[src/rtl/lo_sle_spi_shifter_if.sv]
// ---------------------------------------------------------------------------
// lo_sle_spi_shifter_if
// Groups the LO_SLE control word and the synthesizer 3-wire pins into one
// bundle. The "master" side owns the control word (software register side),
// the "slave" side is the shifter that drives the synthesizer pins.
// Optional readback signals exist only when LO_SLE_READBACK_EN is defined.
// ---------------------------------------------------------------------------
interface lo_sle_spi_shifter_if #(
    parameter int DATA_W = 24
);
    logic [31:0]       cfg_word;
    logic              spi_clk;
    logic              spi_data;
    logic              spi_le;
    logic              busy;
    logic [15:0]       xfer_cnt;
`ifdef LO_SLE_READBACK_EN
    logic              spi_miso;
    logic [DATA_W-1:0] rdbk_data;

    modport master (
        output cfg_word,
        output spi_miso,
        input  spi_clk,
        input  spi_data,
        input  spi_le,
        input  busy,
        input  xfer_cnt,
        input  rdbk_data
    );

    modport slave (
        input  cfg_word,
        input  spi_miso,
        output spi_clk,
        output spi_data,
        output spi_le,
        output busy,
        output xfer_cnt,
        output rdbk_data
    );
`else
    modport master (
        output cfg_word,
        input  spi_clk,
        input  spi_data,
        input  spi_le,
        input  busy,
        input  xfer_cnt
    );

    modport slave (
        input  cfg_word,
        output spi_clk,
        output spi_data,
        output spi_le,
        output busy,
        output xfer_cnt
    );
`endif
endinterface

[src/rtl/lo_sle_spi_shifter.sv]
// ---------------------------------------------------------------------------
// lo_sle_spi_shifter
// Serialises the payload of the software-written LO_SLE control word onto the
// LO synthesizer 3-wire port (spi_clk / spi_data / spi_le). A transfer is
// requested by toggling cfg_word[31]; there is no write strobe.
//
// Sequence: IDLE -> SHIFT (DATA_W bits, MSB first, CLK_DIV cycles per bit,
// clock low for the first half of each bit) -> GAP (HALF cycles, clock low,
// data held) -> LATCH (spi_le high for LE_CYCLES) -> IDLE.
//
// Optional feature macro: LO_SLE_READBACK_EN
//   When defined, spi_miso is sampled on every spi_clk rising cycle during
//   SHIFT and the captured word is published on rdbk_data at LATCH entry.
//   When undefined, the readback ports and logic are absent.
//
// All pin-facing outputs come straight from flops.
// ---------------------------------------------------------------------------
module lo_sle_spi_shifter #(
    parameter int DATA_W    = 24,
    parameter int CLK_DIV   = 4,
    parameter int LE_CYCLES = 2
) (
    input  logic                 user_clk,
    input  logic                 user_rst_n,
    lo_sle_spi_shifter_if.slave  bus
);

    // Half a serial clock period, in user_clk cycles.
    localparam int HALF = CLK_DIV / 2;
    // One shared timer covers both the half-period and the latch pulse width.
    localparam int TMAX = (HALF > LE_CYCLES) ? HALF : LE_CYCLES;
    localparam int TW   = $clog2(TMAX + 1);
    localparam int BW   = $clog2(DATA_W + 1);

    typedef enum logic [1:0] {
        ST_IDLE  = 2'd0,
        ST_SHIFT = 2'd1,
        ST_GAP   = 2'd2,
        ST_LATCH = 2'd3
    } state_t;

    // Registered copy of the control word (only the bits that matter).
    logic              r_cfg_tog;
    logic [DATA_W-1:0] r_cfg_pl;

    // Sequencer state.
    state_t            r_state;
    logic              r_last_tog;
    logic [DATA_W-1:0] r_shift;
    logic [TW-1:0]     r_tmr;
    logic [BW-1:0]     r_bit;

    // Output flops.
    logic              r_spi_clk;
    logic              r_spi_data;
    logic              r_spi_le;
    logic              r_busy;
    logic [15:0]       r_xfer_cnt;

    // Combinational helpers.
    logic              w_req;
    logic              w_half_done;
    logic              w_le_done;
    logic              w_last_bit;
    logic [DATA_W-1:0] w_shift_next;

    assign w_req        = (r_cfg_tog != r_last_tog);
    assign w_half_done  = (r_tmr == TW'(HALF - 1));
    assign w_le_done    = (r_tmr == TW'(LE_CYCLES - 1));
    assign w_last_bit   = (r_bit == BW'(DATA_W - 1));
    assign w_shift_next = r_shift << 1'b1;

    // Bits of the control word between the payload and the toggle are ignored.
    generate
        if (DATA_W < 31) begin : g_cfg_unused
            logic w_unused_cfg;
            assign w_unused_cfg = ^bus.cfg_word[30:DATA_W];
        end
    endgenerate

    // Capture the control word once so every decision sees a single stable copy.
    always_ff @(posedge user_clk or negedge user_rst_n) begin
        if (!user_rst_n) begin
            r_cfg_tog <= 1'b0;
            r_cfg_pl  <= {DATA_W{1'b0}};
        end else begin
            r_cfg_tog <= bus.cfg_word[31];
            r_cfg_pl  <= bus.cfg_word[DATA_W-1:0];
        end
    end

    // Transfer sequencer: owns the state, the shift register and every pin flop.
    always_ff @(posedge user_clk or negedge user_rst_n) begin
        if (!user_rst_n) begin
            r_state    <= ST_IDLE;
            r_last_tog <= 1'b0;
            r_shift    <= {DATA_W{1'b0}};
            r_tmr      <= {TW{1'b0}};
            r_bit      <= {BW{1'b0}};
            r_spi_clk  <= 1'b0;
            r_spi_data <= 1'b0;
            r_spi_le   <= 1'b0;
            r_busy     <= 1'b0;
            r_xfer_cnt <= 16'h0000;
        end else begin
            case (r_state)
                ST_IDLE: begin
                    r_spi_clk <= 1'b0;
                    r_spi_le  <= 1'b0;
                    if (w_req) begin
                        // Payload is frozen here; later cfg_word edits wait
                        // for the next visit to IDLE.
                        r_shift    <= r_cfg_pl;
                        r_spi_data <= r_cfg_pl[DATA_W-1];
                        r_last_tog <= r_cfg_tog;
                        r_busy     <= 1'b1;
                        r_tmr      <= {TW{1'b0}};
                        r_bit      <= {BW{1'b0}};
                        r_state    <= ST_SHIFT;
                    end else begin
                        r_busy  <= 1'b0;
                        r_state <= ST_IDLE;
                    end
                end

                ST_SHIFT: begin
                    if (w_half_done) begin
                        r_tmr <= {TW{1'b0}};
                        if (!r_spi_clk) begin
                            // Second half of the bit: clock high.
                            r_spi_clk <= 1'b1;
                        end else begin
                            // End of bit: clock back low, then next bit or GAP.
                            r_spi_clk <= 1'b0;
                            if (w_last_bit) begin
                                r_state <= ST_GAP;
                            end else begin
                                r_bit      <= r_bit + BW'(1);
                                r_shift    <= w_shift_next;
                                r_spi_data <= w_shift_next[DATA_W-1];
                            end
                        end
                    end else begin
                        r_tmr <= r_tmr + TW'(1);
                    end
                end

                ST_GAP: begin
                    // Clock stays low and data holds the last bit.
                    r_spi_clk <= 1'b0;
                    if (w_half_done) begin
                        r_tmr    <= {TW{1'b0}};
                        r_spi_le <= 1'b1;
                        r_state  <= ST_LATCH;
                    end else begin
                        r_tmr <= r_tmr + TW'(1);
                    end
                end

                ST_LATCH: begin
                    r_spi_clk <= 1'b0;
                    if (w_le_done) begin
                        // Pulse end, busy drop and count bump share one edge.
                        r_tmr      <= {TW{1'b0}};
                        r_spi_le   <= 1'b0;
                        r_spi_data <= 1'b0;
                        r_busy     <= 1'b0;
                        r_xfer_cnt <= r_xfer_cnt + 16'h0001;
                        r_state    <= ST_IDLE;
                    end else begin
                        r_tmr <= r_tmr + TW'(1);
                    end
                end

                default: begin
                    // Unreachable encoding: park safely with the pins quiet.
                    r_state    <= ST_IDLE;
                    r_tmr      <= {TW{1'b0}};
                    r_spi_clk  <= 1'b0;
                    r_spi_data <= 1'b0;
                    r_spi_le   <= 1'b0;
                    r_busy     <= 1'b0;
                end
            endcase
        end
    end

`ifdef LO_SLE_READBACK_EN
    logic              w_rise;
    logic              w_latch_entry;
    logic              w_start;
    logic [DATA_W-1:0] r_rd_shift;
    logic [DATA_W-1:0] r_rdbk;
    logic [DATA_W-1:0] w_rd_next;

    // spi_clk is about to go high in this cycle: that is the sampling point.
    assign w_rise        = (r_state == ST_SHIFT) && w_half_done && !r_spi_clk;
    assign w_latch_entry = (r_state == ST_GAP) && w_half_done;
    assign w_start       = (r_state == ST_IDLE) && w_req;

    generate
        if (DATA_W == 1) begin : g_rd_one
            assign w_rd_next = bus.spi_miso;
        end else begin : g_rd_many
            assign w_rd_next = {r_rd_shift[DATA_W-2:0], bus.spi_miso};
        end
    endgenerate

    // Collect readback bits MSB first; start each transfer from a clean word.
    always_ff @(posedge user_clk or negedge user_rst_n) begin
        if (!user_rst_n) begin
            r_rd_shift <= {DATA_W{1'b0}};
        end else if (w_start) begin
            r_rd_shift <= {DATA_W{1'b0}};
        end else if (w_rise) begin
            r_rd_shift <= w_rd_next;
        end else begin
            r_rd_shift <= r_rd_shift;
        end
    end

    // Publish the readback word once, on the cycle LATCH is entered.
    always_ff @(posedge user_clk or negedge user_rst_n) begin
        if (!user_rst_n) begin
            r_rdbk <= {DATA_W{1'b0}};
        end else if (w_latch_entry) begin
            r_rdbk <= r_rd_shift;
        end else begin
            r_rdbk <= r_rdbk;
        end
    end

    assign bus.rdbk_data = r_rdbk;
`endif

    assign bus.spi_clk  = r_spi_clk;
    assign bus.spi_data = r_spi_data;
    assign bus.spi_le   = r_spi_le;
    assign bus.busy     = r_busy;
    assign bus.xfer_cnt = r_xfer_cnt;

endmodule

[src/flat_wrapper.sv]
// flat-port wrapper written by rule: the top's interface ports become plain ports
module lo_sle_spi_shifter_flat 
#(
    parameter int DATA_W    = 24,
    parameter int CLK_DIV   = 4,
    parameter int LE_CYCLES = 2
)
  (user_clk, user_rst_n, bus_cfg_word, bus_spi_clk, bus_spi_data, bus_spi_le, bus_busy, bus_xfer_cnt);
  lo_sle_spi_shifter_if #(.DATA_W(DATA_W)) bus_i ();
  input  logic user_clk;
  input  logic user_rst_n;
  input wire logic [$bits(bus_i.cfg_word)-1:0] bus_cfg_word;
  output wire logic [$bits(bus_i.spi_clk)-1:0] bus_spi_clk;
  output wire logic [$bits(bus_i.spi_data)-1:0] bus_spi_data;
  output wire logic [$bits(bus_i.spi_le)-1:0] bus_spi_le;
  output wire logic [$bits(bus_i.busy)-1:0] bus_busy;
  output wire logic [$bits(bus_i.xfer_cnt)-1:0] bus_xfer_cnt;
  assign bus_i.cfg_word = bus_cfg_word;
  assign bus_spi_clk = bus_i.spi_clk;
  assign bus_spi_data = bus_i.spi_data;
  assign bus_spi_le = bus_i.spi_le;
  assign bus_busy = bus_i.busy;
  assign bus_xfer_cnt = bus_i.xfer_cnt;
  lo_sle_spi_shifter #(.DATA_W(DATA_W), .CLK_DIV(CLK_DIV), .LE_CYCLES(LE_CYCLES)) u_core (.user_clk(user_clk), .user_rst_n(user_rst_n), .bus(bus_i));
endmodule
[config.mk]
export PLATFORM = sky130hd
export DESIGN_NAME = lo_sle_spi_shifter_flat
export DESIGN_NICKNAME = d
export VERILOG_FILES = /design/src/rtl/lo_sle_spi_shifter_if.sv /design/src/rtl/lo_sle_spi_shifter.sv /design/src/flat_wrapper.sv
export SDC_FILE = /design/constraint.sdc
export NUM_CORES = 1
export LEC_CHECK = 0
export CORE_MARGIN = 5
export CORE_UTILIZATION = 57
export DETAILED_ROUTE_END_ITERATION = 12
export HOLD_SLACK_MARGIN = 0.02
export PLACE_DENSITY = 0.95
export SYNTH_ARGS = -nofsm -noshare
export SYNTH_HDL_FRONTEND = slang
export SYNTH_SLANG_ARGS = --single-unit
[constraint.sdc]
create_clock -name user_clk -period 5 [get_ports user_clk]
set_clock_uncertainty 0.15 [all_clocks]
set_input_delay 0.75 -clock user_clk [delete_from_list [all_inputs] [get_ports user_clk]]
set_output_delay 0.75 -clock user_clk [all_outputs]
set_load 0.01 [all_outputs]
==> results.md <==
* Register bit total from synthesis at 78
* Global Route Usage Sum at 17.5%
* Dpl ws at 1.92 ns
* Worst vdd ir at 430 uV
* Share of the synthesized area in the top cell type at 58.4%
* Crit start category: flip-flop
* # port buffers at 46
* Worst reg2reg path startpoint: u_core.r_state[1]
* Final nets at 326
* Max-slew violations at 0
* Final wirelength at 5.72 mm
* Pint at 0.00145 W
* Crit Path Max Fanout at 30
* Worst R2R Setup Slack at 1.95 ns
* Seq/Total Area, Yosys at 58.4%
* Wire length per cell at 15.7 um
* R2R depth at 7
* Initial drt markers at 125
* Hold WC Path Type: reg2reg
* Syn Std Cell Area at 0.00334 mm^2
* Net Sw Frac at 30.9%
* Worst R2R End: u_core.r_shift[6]
* WHS Endpoint: u_core.bus.xfer_cnt[15]
* Remaining DRCs at 0
* Reg clk slew, reported paths at 0.08 ns
* Largest net degree at the start of global routing at 79
* Via/cell ratio at 5.32
* Post_cts resized at 0
* ANT cells at 0
* NetSw at 0.000650 W
* First-pass DRT Iterations at 4
* Req. time, crit path at 5.09 ns
* Worst skew pair latency at 0.36 ns
* Width of the die at 86.6 um
* Post-Route Utilization at 68.7%
* Comb pwr share at 37.9%
* Vias in the first global route at 2034
* # hold bufs at CTS at 0
* Critical Path End Type: flip-flop
* Asr flop ratio synth at 100%
* Relative slew slack at 29.7%
* Clock network fraction of design power at 19.4%
* Final worst setup slack at 1.95 ns
* Final setup viols at 0
* Synth warn at 0
* Slowest-stage cell, CP: a21oi_4
* Root Driver: clkbuf_8
* Initial antenna violation count at 0
* Worst-path cell chain: inv_1, ha_1, buf_4, nand2_1, or3_4, a21oi_4, mux2_2
* Highest clock rate at 328 MHz
* Die H at 86.6 um
* Max Root-Sink Buffers at 2
* Final worst path period share at 61.1%
* Routed via count at 1936
* Starting density of the core at 57.5%
* Layout area overhead at 19.5%
* First-pass GRT wire length at 9.92 mm
* Sinks on Clock Net at 78
* Setup CP Type: reg2reg
* Most used DFF post-synth: dfrtp_1
* Final Hold Violating Endpoints at 0
* Maximum capacitance violations at 0
* Dpl hpwl at 3.82 mm
* Post-route total power at 0.00210 W
* RSZ-0062 raised after global routing: no
* Hold Crit Depth at 1
* Run status: completed
* GPL Wtd Cong at 0.738
* Pwr Density at 527 mW/mm^2
* TritonCTS clock tree: yes
* Post-synth EDFFs at 0
* Post-route setup TNS at 0 ns
* DRT antenna net count at 0
* Leakage Power at 1.74 nW
* Mean Syn Cell Area at 14.4 um^2
* Num CTS Buffers at 9
* Post-Syn Instances at 233
* HP Start: u_core.bus.xfer_cnt[15]
* GRT overflow at 0
* Fin crit period at 3.05 ns
* Arr. time, crit path at 3.14 ns
* Die area at 0.00750 mm^2
* Layout cells sized above 1 at 24.6%
* H-tree depth at 3
* Row Count at 28
* Synth area leader: dfrtp_1
* I/O pin count at 54
* Delay of the slowest critical-path stage at 0.83 ns
* Synth cell types at 43
* Syn nets at 274
* Slew @ Worst Pin at 1.05 ns
* Sequential Power Share at 42.7%
* Post CTS Setup Buffer Count at 0
* Synth area leaders: dfrtp_1, mux2_2, mux2_4
* Core Region at 0.00582 mm^2
[per-stage QoR]
| stage | std cells | hold slack (ns) | instance area [um^2] |
|---|---|---|---|
| floorplan | 233 | 0.304 | 3340 |
| global placement | 349 | 0.311 | 3830 |
| detailed placement | 349 | 0.315 | 3830 |
| CTS | 364 | 0.326 | 4000 |
| global route | 364 | 0.366 | 4000 |
| finish | 364 | 0.317 | 4000 |
[worst max-delay path: cells and delay by family (launching register included)]
family	cells	cell delay, ns
AOI/OAI and AO/OA	1	0.83
and+or+nand+nor	2	0.48
muxes	1	0.42
adders and majority gates	1	0.15
buffers and inverters	2	0.46
DFF	1	0.43
[cell usage in the layout, fill, tap and decap left out, drive strengths merged, types with 9 or more instances in the layout]
cell and count:
clkbuf 12, clkdlybuf4s50 45, dfrtp 78, inv 9, mux2 50, xnor2 13
[cells in the mapped netlist (2+ instances only)]
library cell   n
nor3_1         2
nand4_1        7
ha_1           7
mux2_4        15
mux2_2        35
nand3_1        7
nand2_1        7
inv_1          9
nor2_1         7
and3_1         2
xnor2_1       13
mux2i_1        2
o22ai_1        3
nor3b_1        2
dfrtp_1       78
xor2_1         6
buf_6          2
a21oi_1        2
and2_1         3
[power groups by stage]
stage	logic, W	registers (W)	clock network, W
after floorplan	0.000656	0.000895	0
after global placement	0.000773	0.000900	0
after detailed placement	0.000806	0.000910	0
after CTS	0.000810	0.000900	0.000422
after global routing	0.000871	0.000922	0.000453
final	0.000797	0.000899	0.000408
[flip-flops by register name (all words and copies together) (netlist names), 2 cells and up]
signal and cells:
u_core.r_tmr 2, u_core.r_shift 23, u_core.r_bit 5, u_core.r_cfg_pl 24, u_core.bus.xfer_cnt 16, u_core.r_state 2
[cell type report]
| class | instances | area, um^2 |
|---|---|---|
| clock buffer | 12 | 145 |
| fill | 399 | 1820 |
| multi-input combinational | 140 | 1280 |
| clock inverter | 3 | 21.3 |
| sequential | 78 | 1950 |
| inverter | 9 | 33.8 |
| tap | 75 | 93.8 |
| timing repair buffer | 47 | 465 |
[cell families after synthesis]
| family | count (synthesis) | share of synthesized area (%) |
|---|---|---|
| mux | 52 | 19.1 |
| compound gates | 15 | 3.52 |
| buf+inv | 15 | 3.22 |
| simple gates | 47 | 8.19 |
| xor+xnor | 19 | 4.98 |
| flops | 78 | 58.4 |
| fa+ha+maj | 7 | 2.62 |
[worst max-delay path by stage]
| stage | depth (start not counted) | end | start |
|---|---|---|---|
| 2_1_floorplan | 6 | u_core.r_shift[10] | u_core.r_bit[0] |
| 5_1_grt | 7 | u_core.r_shift[6] | u_core.r_state[1] |
| 3_5_place_dp | 7 | u_core.r_shift[6] | u_core.r_state[1] |
| 6_report | 7 | u_core.r_shift[6] | u_core.r_state[1] |
| 4_1_cts | 7 | u_core.r_shift[6] | u_core.r_state[1] |
| 3_3_place_gp | 7 | u_core.r_shift[0] | u_core.r_state[1] |
[layer usage]
layer	GRT usage, %	wire length, um	up-vias
li1	-	-	924
met1	21.4	2340	967
met4	7.08	84	0
met2	27.5	2990	39
met3	7.13	307	6
met5	0	0	-
No activity file was read; power rests on OpenSTA's default activity.
